==> config.mk <==
export PLATFORM = sky130hd
export DESIGN_NAME = ycrcb_to_rgb_flat
export DESIGN_NICKNAME = d
export VERILOG_FILES = /design/src/rtl/ycrcb_to_rgb_if.sv /design/src/rtl/ycrcb_to_rgb.sv /design/src/flat_wrapper.sv
export SDC_FILE = /design/constraint.sdc
export NUM_CORES = 1
export LEC_CHECK = 0
export BUFFER_PORTS_ARGS = -buffer_cell sky130_fd_sc_hd__buf_4
export CORE_MARGIN = 5
export CORE_UTILIZATION = 41
export CTS_CLUSTER_DIAMETER = 150
export CTS_CLUSTER_SIZE = 40
export DETAILED_ROUTE_END_ITERATION = 10
export PLACE_DENSITY = 0.7
export SLEW_MARGIN = 20
export SYNTH_ARGS = -nofsm -noshare
export SYNTH_HDL_FRONTEND = slang
export SYNTH_SLANG_ARGS = --single-unit
==> constraint.sdc <==
create_clock -name clk -period 4.8 [get_ports clk]
set_input_delay 0.24 -clock clk [delete_from_list [all_inputs] [get_ports clk]]
set_output_delay 0.24 -clock clk [all_outputs]
set_load 0.03 [all_outputs]
==> src/rtl/ycrcb_to_rgb_if.sv <==
// ----------------------------------------------------------------------------
// ycrcb_to_rgb_if
// Streaming bundle for the YCrCb -> RGB converter.
//
// Handshake: a transfer happens on a rising clock edge where valid && ready
// are both high. A producer holds its data and sideband stable while valid is
// high and ready is low. Valid never depends on ready on the same side.
//
// Signals
//   in_valid  / in_ready      input pixel handshake
//   in_y, in_cr, in_cb        8-bit pixel components (Cr/Cb offset 128)
//   in_sof, in_eol            frame/line sideband for the input pixel
//   out_valid / out_ready     output pixel handshake
//   out_r, out_g, out_b       8-bit RGB result
//   out_sof, out_eol          sideband aligned with the output pixel
//
// Modports
//   slave  : the converter (consumes in_*, produces out_*)
//   master : the environment driving pixels and accepting results
// ----------------------------------------------------------------------------
interface ycrcb_to_rgb_if;
    logic       in_valid;
    logic       in_ready;
    logic [7:0] in_y;
    logic [7:0] in_cr;
    logic [7:0] in_cb;
    logic       in_sof;
    logic       in_eol;
    logic       out_valid;
    logic       out_ready;
    logic [7:0] out_r;
    logic [7:0] out_g;
    logic [7:0] out_b;
    logic       out_sof;
    logic       out_eol;

    modport slave (
        input  in_valid, in_y, in_cr, in_cb, in_sof, in_eol, out_ready,
        output in_ready, out_valid, out_r, out_g, out_b, out_sof, out_eol
    );

    modport master (
        output in_valid, in_y, in_cr, in_cb, in_sof, in_eol, out_ready,
        input  in_ready, out_valid, out_r, out_g, out_b, out_sof, out_eol
    );
endinterface

==> src/rtl/ycrcb_to_rgb.sv <==
// ----------------------------------------------------------------------------
// ycrcb_to_rgb
// Converts 8-bit full-range YCrCb pixels to 8-bit RGB (BT.601 inverse) in a
// 3-stage pipeline with valid/ready streaming and a single global stall.
//
//   S1: centre chroma (cr-128, cb-128 as signed 9-bit), register luma
//   S2: Q8 signed products of the chroma terms, luma scaled by 256
//   S3: sum, round (+128), arithmetic >>>8, clamp to 0..255
//
// Ports
//   clk      rising-edge clock
//   rst_n    asynchronous active-low reset (discards in-flight pixels)
//   bus      ycrcb_to_rgb_if.slave stream (in_* pixels, out_* results)
//   sat_clr  synchronous clear of the saturation counter   (optional)
//   sat_cnt  count of emitted pixels that clamped a channel (optional)
//
// Optional feature: define YCRCB_SAT_CNT_EN to add sat_clr/sat_cnt. The
// counter increments on each output handshake whose pixel clamped on any
// channel, saturates at all-ones, and a same-cycle sat_clr wins (result 0).
// Datapath and timing are identical either way.
//
// Flow control: adv = !out_valid || out_ready; in_ready = adv. Every stage
// loads on adv and holds otherwise, so bubbles travel as valid=0.
// ----------------------------------------------------------------------------
module ycrcb_to_rgb #(
    parameter int K_RCR = 359,
    parameter int K_GCB = 88,
    parameter int K_GCR = 183,
    parameter int K_BCB = 454,
    parameter int CNT_W = 16
) (
    input  logic                clk,
    input  logic                rst_n,
    ycrcb_to_rgb_if.slave       bus
`ifdef YCRCB_SAT_CNT_EN
    ,
    input  logic                sat_clr,
    output logic [CNT_W-1:0]    sat_cnt
`endif
);

    localparam logic signed [17:0] C_RCR = 18'(K_RCR);
    localparam logic signed [17:0] C_GCB = 18'(K_GCB);
    localparam logic signed [17:0] C_GCR = 18'(K_GCR);
    localparam logic signed [17:0] C_BCB = 18'(K_BCB);

    // Round-shifted sum clamped to an unsigned byte.
    function automatic logic [7:0] clamp_u8(input logic signed [19:0] s);
        logic signed [19:0] sh;
        sh = s >>> 8;
        if (sh < 20'sd0)
            clamp_u8 = 8'd0;
        else if (sh > 20'sd255)
            clamp_u8 = 8'hFF;
        else
            clamp_u8 = sh[7:0];
    endfunction

`ifdef YCRCB_SAT_CNT_EN
    function automatic logic out_of_range(input logic signed [19:0] s);
        logic signed [19:0] sh;
        sh = s >>> 8;
        out_of_range = (sh < 20'sd0) || (sh > 20'sd255);
    endfunction
`endif

    // ------------------------------------------------------------------
    // Flow control
    // ------------------------------------------------------------------
    logic w_adv;
    assign w_adv        = !bus.out_valid || bus.out_ready;
    assign bus.in_ready = w_adv;

    // ------------------------------------------------------------------
    // Stage 1: centre chroma
    // ------------------------------------------------------------------
    logic              r1_valid, r1_sof, r1_eol;
    logic [7:0]        r1_y;
    logic signed [8:0] r1_cr, r1_cb;
    logic signed [8:0] w_cr_c, w_cb_c;

    assign w_cr_c = signed'({1'b0, bus.in_cr}) - 9'sd128;
    assign w_cb_c = signed'({1'b0, bus.in_cb}) - 9'sd128;

    always_ff @(posedge clk or negedge rst_n) begin
        if (!rst_n) begin
            r1_valid <= 1'b0;
            r1_sof   <= 1'b0;
            r1_eol   <= 1'b0;
            r1_y     <= 8'd0;
            r1_cr    <= 9'sd0;
            r1_cb    <= 9'sd0;
        end else if (w_adv) begin
            r1_valid <= bus.in_valid;
            r1_sof   <= bus.in_sof;
            r1_eol   <= bus.in_eol;
            r1_y     <= bus.in_y;
            r1_cr    <= w_cr_c;
            r1_cb    <= w_cb_c;
        end
    end

    // ------------------------------------------------------------------
    // Stage 2: Q8 products
    // ------------------------------------------------------------------
    logic               r2_valid, r2_sof, r2_eol;
    logic [15:0]        r2_y8;
    logic signed [17:0] r2_p_rcr, r2_p_gcb, r2_p_gcr, r2_p_bcb;
    logic signed [17:0] w_cr_ext, w_cb_ext;

    assign w_cr_ext = {{9{r1_cr[8]}}, r1_cr};
    assign w_cb_ext = {{9{r1_cb[8]}}, r1_cb};

    always_ff @(posedge clk or negedge rst_n) begin
        if (!rst_n) begin
            r2_valid <= 1'b0;
            r2_sof   <= 1'b0;
            r2_eol   <= 1'b0;
            r2_y8    <= 16'd0;
            r2_p_rcr <= 18'sd0;
            r2_p_gcb <= 18'sd0;
            r2_p_gcr <= 18'sd0;
            r2_p_bcb <= 18'sd0;
        end else if (w_adv) begin
            r2_valid <= r1_valid;
            r2_sof   <= r1_sof;
            r2_eol   <= r1_eol;
            r2_y8    <= {r1_y, 8'h00};
            r2_p_rcr <= C_RCR * w_cr_ext;
            r2_p_gcb <= C_GCB * w_cb_ext;
            r2_p_gcr <= C_GCR * w_cr_ext;
            r2_p_bcb <= C_BCB * w_cb_ext;
        end
    end

    // ------------------------------------------------------------------
    // Stage 3: sum, round, clamp
    // ------------------------------------------------------------------
    logic signed [19:0] w_y8, w_sum_r, w_sum_g, w_sum_b;

    // 20 bits covers the worst case (255*256 + 454*127 + 128 = 123066).
    assign w_y8    = signed'({4'b0000, r2_y8});
    assign w_sum_r = w_y8 + {{2{r2_p_rcr[17]}}, r2_p_rcr} + 20'sd128;
    assign w_sum_g = w_y8 - {{2{r2_p_gcb[17]}}, r2_p_gcb}
                          - {{2{r2_p_gcr[17]}}, r2_p_gcr} + 20'sd128;
    assign w_sum_b = w_y8 + {{2{r2_p_bcb[17]}}, r2_p_bcb} + 20'sd128;

    logic       r3_valid, r3_sof, r3_eol;
    logic [7:0] r3_r, r3_g, r3_b;

    always_ff @(posedge clk or negedge rst_n) begin
        if (!rst_n) begin
            r3_valid <= 1'b0;
            r3_sof   <= 1'b0;
            r3_eol   <= 1'b0;
            r3_r     <= 8'd0;
            r3_g     <= 8'd0;
            r3_b     <= 8'd0;
        end else if (w_adv) begin
            r3_valid <= r2_valid;
            r3_sof   <= r2_sof;
            r3_eol   <= r2_eol;
            r3_r     <= clamp_u8(w_sum_r);
            r3_g     <= clamp_u8(w_sum_g);
            r3_b     <= clamp_u8(w_sum_b);
        end
    end

    assign bus.out_valid = r3_valid;
    assign bus.out_sof   = r3_sof;
    assign bus.out_eol   = r3_eol;
    assign bus.out_r     = r3_r;
    assign bus.out_g     = r3_g;
    assign bus.out_b     = r3_b;

`ifdef YCRCB_SAT_CNT_EN
    // ------------------------------------------------------------------
    // Saturation counter: the clamp flag rides along in S3 with its pixel
    // so the count is taken on the output handshake, not on entry.
    // ------------------------------------------------------------------
    logic             r3_sat;
    logic [CNT_W-1:0] r_sat_cnt;

    always_ff @(posedge clk or negedge rst_n) begin
        if (!rst_n)
            r3_sat <= 1'b0;
        else if (w_adv)
            r3_sat <= out_of_range(w_sum_r) || out_of_range(w_sum_g) ||
                      out_of_range(w_sum_b);
    end

    always_ff @(posedge clk or negedge rst_n) begin
        if (!rst_n)
            r_sat_cnt <= '0;
        else if (sat_clr)
            r_sat_cnt <= '0;
        else if (r3_valid && bus.out_ready && r3_sat && (r_sat_cnt != '1))
            r_sat_cnt <= r_sat_cnt + 1'b1;
    end

    assign sat_cnt = r_sat_cnt;
`endif

endmodule
==> src/flat_wrapper.sv <==
// flat-port wrapper written by rule: the top's interface ports become plain ports
module ycrcb_to_rgb_flat 
#(
    parameter int K_RCR = 359,
    parameter int K_GCB = 88,
    parameter int K_GCR = 183,
    parameter int K_BCB = 454,
    parameter int CNT_W = 16
)
  (clk, rst_n, bus_in_valid, bus_in_y, bus_in_cr, bus_in_cb, bus_in_sof, bus_in_eol, bus_out_ready, bus_in_ready, bus_out_valid, bus_out_r, bus_out_g, bus_out_b, bus_out_sof, bus_out_eol);
  ycrcb_to_rgb_if bus_i ();
  input  logic clk;
  input  logic rst_n;
  input wire logic [$bits(bus_i.in_valid)-1:0] bus_in_valid;
  input wire logic [$bits(bus_i.in_y)-1:0] bus_in_y;
  input wire logic [$bits(bus_i.in_cr)-1:0] bus_in_cr;
  input wire logic [$bits(bus_i.in_cb)-1:0] bus_in_cb;
  input wire logic [$bits(bus_i.in_sof)-1:0] bus_in_sof;
  input wire logic [$bits(bus_i.in_eol)-1:0] bus_in_eol;
  input wire logic [$bits(bus_i.out_ready)-1:0] bus_out_ready;
  output wire logic [$bits(bus_i.in_ready)-1:0] bus_in_ready;
  output wire logic [$bits(bus_i.out_valid)-1:0] bus_out_valid;
  output wire logic [$bits(bus_i.out_r)-1:0] bus_out_r;
  output wire logic [$bits(bus_i.out_g)-1:0] bus_out_g;
  output wire logic [$bits(bus_i.out_b)-1:0] bus_out_b;
  output wire logic [$bits(bus_i.out_sof)-1:0] bus_out_sof;
  output wire logic [$bits(bus_i.out_eol)-1:0] bus_out_eol;
  assign bus_i.in_valid = bus_in_valid;
  assign bus_i.in_y = bus_in_y;
  assign bus_i.in_cr = bus_in_cr;
  assign bus_i.in_cb = bus_in_cb;
  assign bus_i.in_sof = bus_in_sof;
  assign bus_i.in_eol = bus_in_eol;
  assign bus_i.out_ready = bus_out_ready;
  assign bus_in_ready = bus_i.in_ready;
  assign bus_out_valid = bus_i.out_valid;
  assign bus_out_r = bus_i.out_r;
  assign bus_out_g = bus_i.out_g;
  assign bus_out_b = bus_i.out_b;
  assign bus_out_sof = bus_i.out_sof;
  assign bus_out_eol = bus_i.out_eol;
  ycrcb_to_rgb #(.K_RCR(K_RCR), .K_GCB(K_GCB), .K_GCR(K_GCR), .K_BCB(K_BCB), .CNT_W(CNT_W)) u_core (.clk(clk), .rst_n(rst_n), .bus(bus_i));
endmodule
==> results of run 1 <==
[routing by layer]
layer,global-route usage (%),up-vias
met3,2.91,26
met2,27.2,126
met5,0,-
li1,-,4335
met4,3.74,0
met1,23.6,4045
[how the worst max path moves through the flow]
stage / slack [ps] / endpoint
2_1_floorplan: 40 / u_core.r2_p_gcr[17]
3_3_place_gp: -50 / u_core.r2_p_gcr[17]
3_5_place_dp: -80 / u_core.r2_p_gcr[17]
4_1_cts: 10 / u_core.r2_p_gcr[17]
5_1_grt: -70 / u_core.r2_p_gcr[17]
6_report: 160 / u_core.r2_p_rcr[16]
[worst max-delay path, delay by kind of cell, from the launching register on]
family | cells | cell delay [ps]
adders and majority gates | 6 | 2450
buffers and inverters | 4 | 340
DFF | 1 | 390
xor gates and xnor gates | 1 | 150
AOI/OAI and AO/OA | 6 | 1150
[cell usage in the layout (no fill, tap or decap), types with 9 or more instances in the layout]
master | netlist | layout
a21o_1 | 18 | 18
nor2_1 | 55 | 55
inv_1 | 178 | 175
nand3_1 | 12 | 12
xnor2_1 | 57 | 56
fa_1 | 60 | 57
nor3_1 | 13 | 13
buf_4 | 0 | 94
xor2_1 | 31 | 31
o221a_2 | 15 | 15
or2_2 | 9 | 9
and3_1 | 10 | 10
dfrtp_1 | 119 | 118
o21ai_0 | 58 | 54
ha_1 | 210 | 201
clkbuf_16 | 0 | 17
nand2_1 | 158 | 158
a21oi_1 | 78 | 74
[kinds of logic after synthesis]
| family | count (synthesis) |
|---|---|
| buffers and inverters | 206 |
| and+or+nand+nor | 296 |
| AOI/OAI and AO/OA | 247 |
| adders and majority gates | 270 |
| muxes | 2 |
| xor gates and xnor gates | 89 |
| DFF | 119 |
[metrics by stage]
stage                     instance area [µm²]  instances  hold slack (ps)
final                                   13400       1712             16.7
after global routing                    13400       1712             5.72
after CTS                               13200       1706             4.06
after detailed placement                12500       1673              422
after global placement                  12500       1673              417
after floorplan                         11400       1229            -55.6
[layout make-up]
cell class / count / area (µm²) / area share (%)
multi-input combinational: 904 / 7860 / 58.7
tap: 378 / 473 / 3.53
inverter: 179 / 674 / 5.04
sequential: 119 / 2980 / 22.2
clock inverter: 11 / 171 / 1.28
timing repair buffer: 100 / 779 / 5.82
clock buffer: 21 / 460 / 3.44
[synth_stat cells (3+ instances only)]
master,n
a211o_1,3
a31oi_1,4
a221o_1,8
o211ai_1,3
nand2b_1,8
xor2_1,31
or2_2,9
o221a_2,15
and2_1,4
o21a_1,7
nor2b_1,6
o31a_1,3
dfrtp_1,119
clkbuf_1,25
ha_1,210
a21oi_1,78
o31ai_1,5
nor2_1,55
o21ai_0,58
nand3_1,12
nand2_1,158
or3_1,6
and3_1,10
a21o_1,18
fa_1,60
nor3_1,13
o21bai_1,8
inv_1,178
a211oi_1,6
xnor2_1,57
[sequential cells by signal, summed over array words and instances (netlist names)]
register              flops
u_core.r2_p_gcr          18
u_core.r1_sof             1
u_core.r2_sof             1
u_core.bus.out_sof        1
u_core.r1_cr              8
u_core.r2_p_rcr          11
u_core.bus.out_r          8
u_core.r2_y8              8
u_core.bus.out_eol        1
u_core.r1_cb              8
u_core.r2_eol             1
u_core.r2_p_gcb          14
u_core.r2_p_bcb          11
u_core.r1_valid           1
u_core.bus.out_g          8
u_core.bus.out_valid      1
u_core.bus.out_b          8
u_core.r1_y               8
u_core.r1_eol             1
u_core.r2_valid           1
[repair_timing]
action                                  in CTS  in global routing
hold buffers                                 1                  1
setup buffers                                0                  4
pin swaps                                    4                 21
endpoints found under the hold margin        1                 32
gates resized for setup                      5                 31
endpoints found under the setup margin       5                 11
==> impl_metrics.env, run 1 <==
export IMPL_status="complete, no violations"
export IMPL_top_layer="met4"
export IMPL_cp_end_kind="flop"
export IMPL_synth_area_mux_share_pct=0.175
export IMPL_rows=61
export IMPL_synthCells=1229
export IMPL_worst_path_most_repeated_cell="fa_1"
export IMPL_cts_sinks=119
export IMPL_start_kind="flop"
export IMPL_reg2regPathDepth=17
export IMPL_synthFlopType="dfrtp_1"
export IMPL_antenna_found_initial=0
export IMPL_route_met3_wl_mm=1.08
export IMPL_avgViaCountPerCell=4.98
export IMPL_dr_total_vias=8532
export IMPL_r2r_end="u_core.r2_p_rcr[16]"
export IMPL_required_ps=5050
export IMPL_cts_made_buffers=17
export IMPL_rrSetupSlack_ps=160
export IMPL_synth_compound_area_share_pct=14.8
export IMPL_grt_pass1_wl_mm=42.6
export IMPL_r2r_start="u_core.r1_cr[1]"
export IMPL_seq_area_frac_synth_pct=26.1
export IMPL_nFillCells=2655
export IMPL_ys_types=70
export IMPL_grt_pass1_vias=8604
export IMPL_finalClockSkew_ps=8.27
export IMPL_rsz0062_at_grt="true"
export IMPL_maxClockFrequency_ghz=0.215
export IMPL_die_w_um=177
export IMPL_portBuffers=57
export IMPL_wl_met1_mm=12.4
export IMPL_synth_edf_count=0
export IMPL_nets=1621
export IMPL_setup_viol=0
export IMPL_cts_max_path_buffers=2
export IMPL_num_io_pins=58
export IMPL_yosys_register_bits=119
export IMPL_drc=0
export IMPL_insertedDiodeCount=0
export IMPL_core_area_um2=27600
export IMPL_relSlewSlack_pct=39.6
export IMPL_hold_viol_final=0
export IMPL_drive_above_1_share_pct=14.9
export IMPL_pre_cts_slack_ps=-83.2
export IMPL_min_from="bus_in_cr[2]"
export IMPL_grt_total_usage_pct=16.8
export IMPL_synth_area_leaders="dfrtp_1, ha_1, fa_1"
export IMPL_hold_depth=3
export IMPL_worst_pin_slew_ps=907
export IMPL_postLayoutCoreUtil_pct=48.5
export IMPL_drt_wirelength_per_cell_um=14.9
export IMPL_start_util_pct=41.3
export IMPL_synth_area_um2=11400
export IMPL_dp_hpwl_mm=20.2
export IMPL_slowest_delay_ps=570
export IMPL_synth_area_per_cell_um2=9.29
export IMPL_startpoint="u_core.r1_cr[1]"
export IMPL_period_share_pct=96.7
export IMPL_drt_total_wl_mm=25.5
export IMPL_slew_violations=0
export IMPL_yosysTopAreaCell="dfrtp_1"
export IMPL_ctsHtreeMaxLevel=4
export IMPL_grt_start_max_net_pins=90
export IMPL_drtPass1Iterations=4
export IMPL_fin_setup_tns_ps=0
export IMPL_ant_nets=0
export IMPL_die_area_um2=31300
export IMPL_synth_warnings=0
export IMPL_place_gp_congestion=0.874
export IMPL_path_clk_slew_ps=60
export IMPL_critical_path_peak_fanout=4
export IMPL_drv_cap=0
export IMPL_synth_simple_area_share_pct=11.7
export IMPL_postSynthNetCount=1529
export IMPL_drtIter0Drc=375
export IMPL_synthAdderAreaFrac_pct=33.5
export IMPL_critical_path_class="flop to flop"
export IMPL_wl_met2_mm=11.8
export IMPL_critPathSlowestCell="fa_1"
export IMPL_hold_class="primary input to flop"
export IMPL_synthArstFlopShare_pct=100
export IMPL_synth_xor_area_share_pct=6.94
export IMPL_synth_top_cell_area_share_pct=26.1
export IMPL_holdPathEnd="u_core.r1_cr[2]"
export IMPL_finalCriticalPeriod_ps=4640
export IMPL_setup_slack_ps=157
export IMPL_area_growth_pct=17.3
export IMPL_grt_overflow_total=0
export IMPL_root_buffer="clkbuf_16"
export IMPL_dieHeight_um=177
export IMPL_arrival_ps=4900
export IMPL_synth_top_family_by_area="adder cells"
export IMPL_insertion_delay_ps=420
export IMPL_cp_cell_sequence="buf_6 > inv_2 > ha_4 > inv_2 > buf_6 > fa_1 > fa_2 > fa_1 > fa_1 > ha_4 > o211ai_1 > a21oi_2 > a211o_1 > a31o_4 > a31o_4 > xnor2_2 > a21oi_1"
export IMPL_cts_tree="done"
Power of run 1 is left out: the tool's default activity adds up to more than one toggle a clock period on the data nets, which glitch-free logic cannot reach.
==> inputs of run 2 (changes only) <==
--- a/config.mk
+++ b/config.mk
@@ -6,12 +6,14 @@
 export NUM_CORES = 1
 export LEC_CHECK = 0
 export BUFFER_PORTS_ARGS = -buffer_cell sky130_fd_sc_hd__buf_4
+export CAP_MARGIN = 40
 export CORE_MARGIN = 5
 export CORE_UTILIZATION = 41
 export CTS_CLUSTER_DIAMETER = 150
 export CTS_CLUSTER_SIZE = 40
 export DETAILED_ROUTE_END_ITERATION = 10
-export PLACE_DENSITY = 0.7
+export GPL_TIMING_DRIVEN = 1
+export PLACE_DENSITY = 0.68
 export SLEW_MARGIN = 20
 export SYNTH_ARGS = -nofsm -noshare
 export SYNTH_HDL_FRONTEND = slang
==> constraint.sdc (replaced) <==
create_clock -name clk -period 5.03 [get_ports clk]
set_input_delay 0.2515 -clock clk [delete_from_list [all_inputs] [get_ports clk]]
set_output_delay 0.2515 -clock clk [all_outputs]
set_load 0.03 [all_outputs]
==> impl_metrics.env, run 2 (synthesis gave the netlist of run 1 again) <==
export IMPL_status="complete, no violations"
export IMPL_finalClockSkew_ps=11.1
export IMPL_path_clk_slew_ps=60
export IMPL_cts_max_path_buffers=2
export IMPL_avgViaCountPerCell=4.95
export IMPL_slew_violations=0
export IMPL_cts_tree="done"
export IMPL_hold_viol_final=0
export IMPL_dieHeight_um=177
export IMPL_drt_wirelength_per_cell_um=15.0
export IMPL_portBuffers=57
export IMPL_ctsHtreeMaxLevel=4
export IMPL_die_w_um=177
export IMPL_num_io_pins=58
export IMPL_reg_largest_list="u_core.r2_p_gcr (18), u_core.r2_p_gcb (14)"
export IMPL_drtPass1Iterations=5
export IMPL_final_common_cell="ha_1"
export IMPL_grt_total_usage_pct=17.0
export IMPL_drv_cap=0
export IMPL_grt_start_max_net_pins=77
export IMPL_final_cell_mix="ha_1, inv_1, nand2_1"
export IMPL_dr_total_vias=8408
export IMPL_start_util_pct=41.3
export IMPL_drive_above_1_share_pct=12.6
export IMPL_rsz0062_at_grt="false"
export IMPL_drc=0
export IMPL_root_buffer="clkbuf_16"
export IMPL_largest_reg_flops=18
export IMPL_cp_end_kind="flop"
export IMPL_grt_pass1_vias=8733
export IMPL_antenna_found_initial=0
export IMPL_dp_hpwl_mm=20.3
export IMPL_die_area_um2=31300
export IMPL_rows=61
export IMPL_maxClockFrequency_ghz=0.210
export IMPL_drt_total_wl_mm=25.4
export IMPL_core_area_um2=27600
export IMPL_worst_pin_slew_ps=721
export IMPL_setup_viol=0
export IMPL_insertion_delay_ps=420
export IMPL_critical_path_class="flop to flop"
export IMPL_relSlewSlack_pct=51.9
export IMPL_arrival_ps=5030
export IMPL_grt_pass1_wl_mm=42.8
export IMPL_finalCriticalPeriod_ps=4770
export IMPL_area_growth_pct=15.0
export IMPL_top_register="u_core.r2_p_gcr"
export IMPL_period_share_pct=94.7
export IMPL_required_ps=5300
export IMPL_grt_overflow_total=0
export IMPL_ant_nets=0
export IMPL_nets=1606
export IMPL_cts_sinks=119
export IMPL_critical_path_peak_fanout=4
export IMPL_fin_area_um2=13100
export IMPL_hold_class="primary input to flop"
export IMPL_start_kind="flop"
export IMPL_postLayoutCoreUtil_pct=47.6
export IMPL_cts_made_buffers=17
export IMPL_place_gp_congestion=0.877
export IMPL_drtIter0Drc=416
export IMPL_fin_setup_tns_ps=0
export IMPL_dpl_cell_area_um2=12400
==> run 2: per-layer routing <==
metal	track usage, %	vias to the layer above	routed length, µm
met2	27.0	131	11400
met4	5.00	0	503
met5	0	-	0
met1	23.6	3928	12600
li1	-	4317	-
met3	3.38	32	902
==> run 2: path summary, 6_finish.rpt <==
path | cells past startpoint | endpoint | slack [ps] | from
worst max-delay path | 19 | u_core.r2_p_rcr[16] | 260 | u_core.r1_cr[1]
worst min-delay path | 2 | u_core.r1_cr[7] | 20 | bus_in_cr[7]
worst max register to register | 19 | u_core.r2_p_rcr[16] | 260 | u_core.r1_cr[1]
worst min register to register | 2 | u_core.r2_valid | 450 | u_core.r2_valid
max in group asynchronous | 3 | u_core.r2_p_rcr[14] | 3630 | rst_n
min in group asynchronous | 2 | u_core.bus.out_g[5] | 330 | rst_n
==> run 2: what timing repair did <==
item                                   in CTS  in global routing
hold buffers                                2                  0
setup endpoints to repair                   0                  5
setup buffers                               0                  1
resized for setup                           0                  8
endpoints found under the hold margin      30                  0
==> run 2: cell type report <==
type,count,area [µm²]
clock inverter,12,199
sequential,119,2980
timing repair buffer,85,656
antenna,1,2.50
inverter,179,674
tap,378,473
clock buffer,20,447
multi-input combinational,904,7710
fill,2657,14500
==> run 2: through the flow <==
step	hold WS (ps)	std cells	setup slack, ps
final	19.8	1698	265
after global routing	8.71	1697	4.83
after CTS	13.6	1696	67.0
after detailed placement	238	1662	101
after global placement	422	1661	167
after floorplan	-44.1	1229	176
==> run 2: critical path: stages (launching register included) <==
cell and delay, ps:
dfrtp_1 380, buf_4 160, inv_2 80, ha_1 230, inv_1 100, buf_4 130
fa_1 430, fa_1 500, inv_1 60, fa_1 420, inv_1 80, fa_1 450
ha_4 270, a21oi_2 150, a21oi_1 100, a211o_1 320, a31o_2 300, a31o_2 250
xnor2_1 130, a21oi_1 80
Power of run 2 is left out for the same reason.
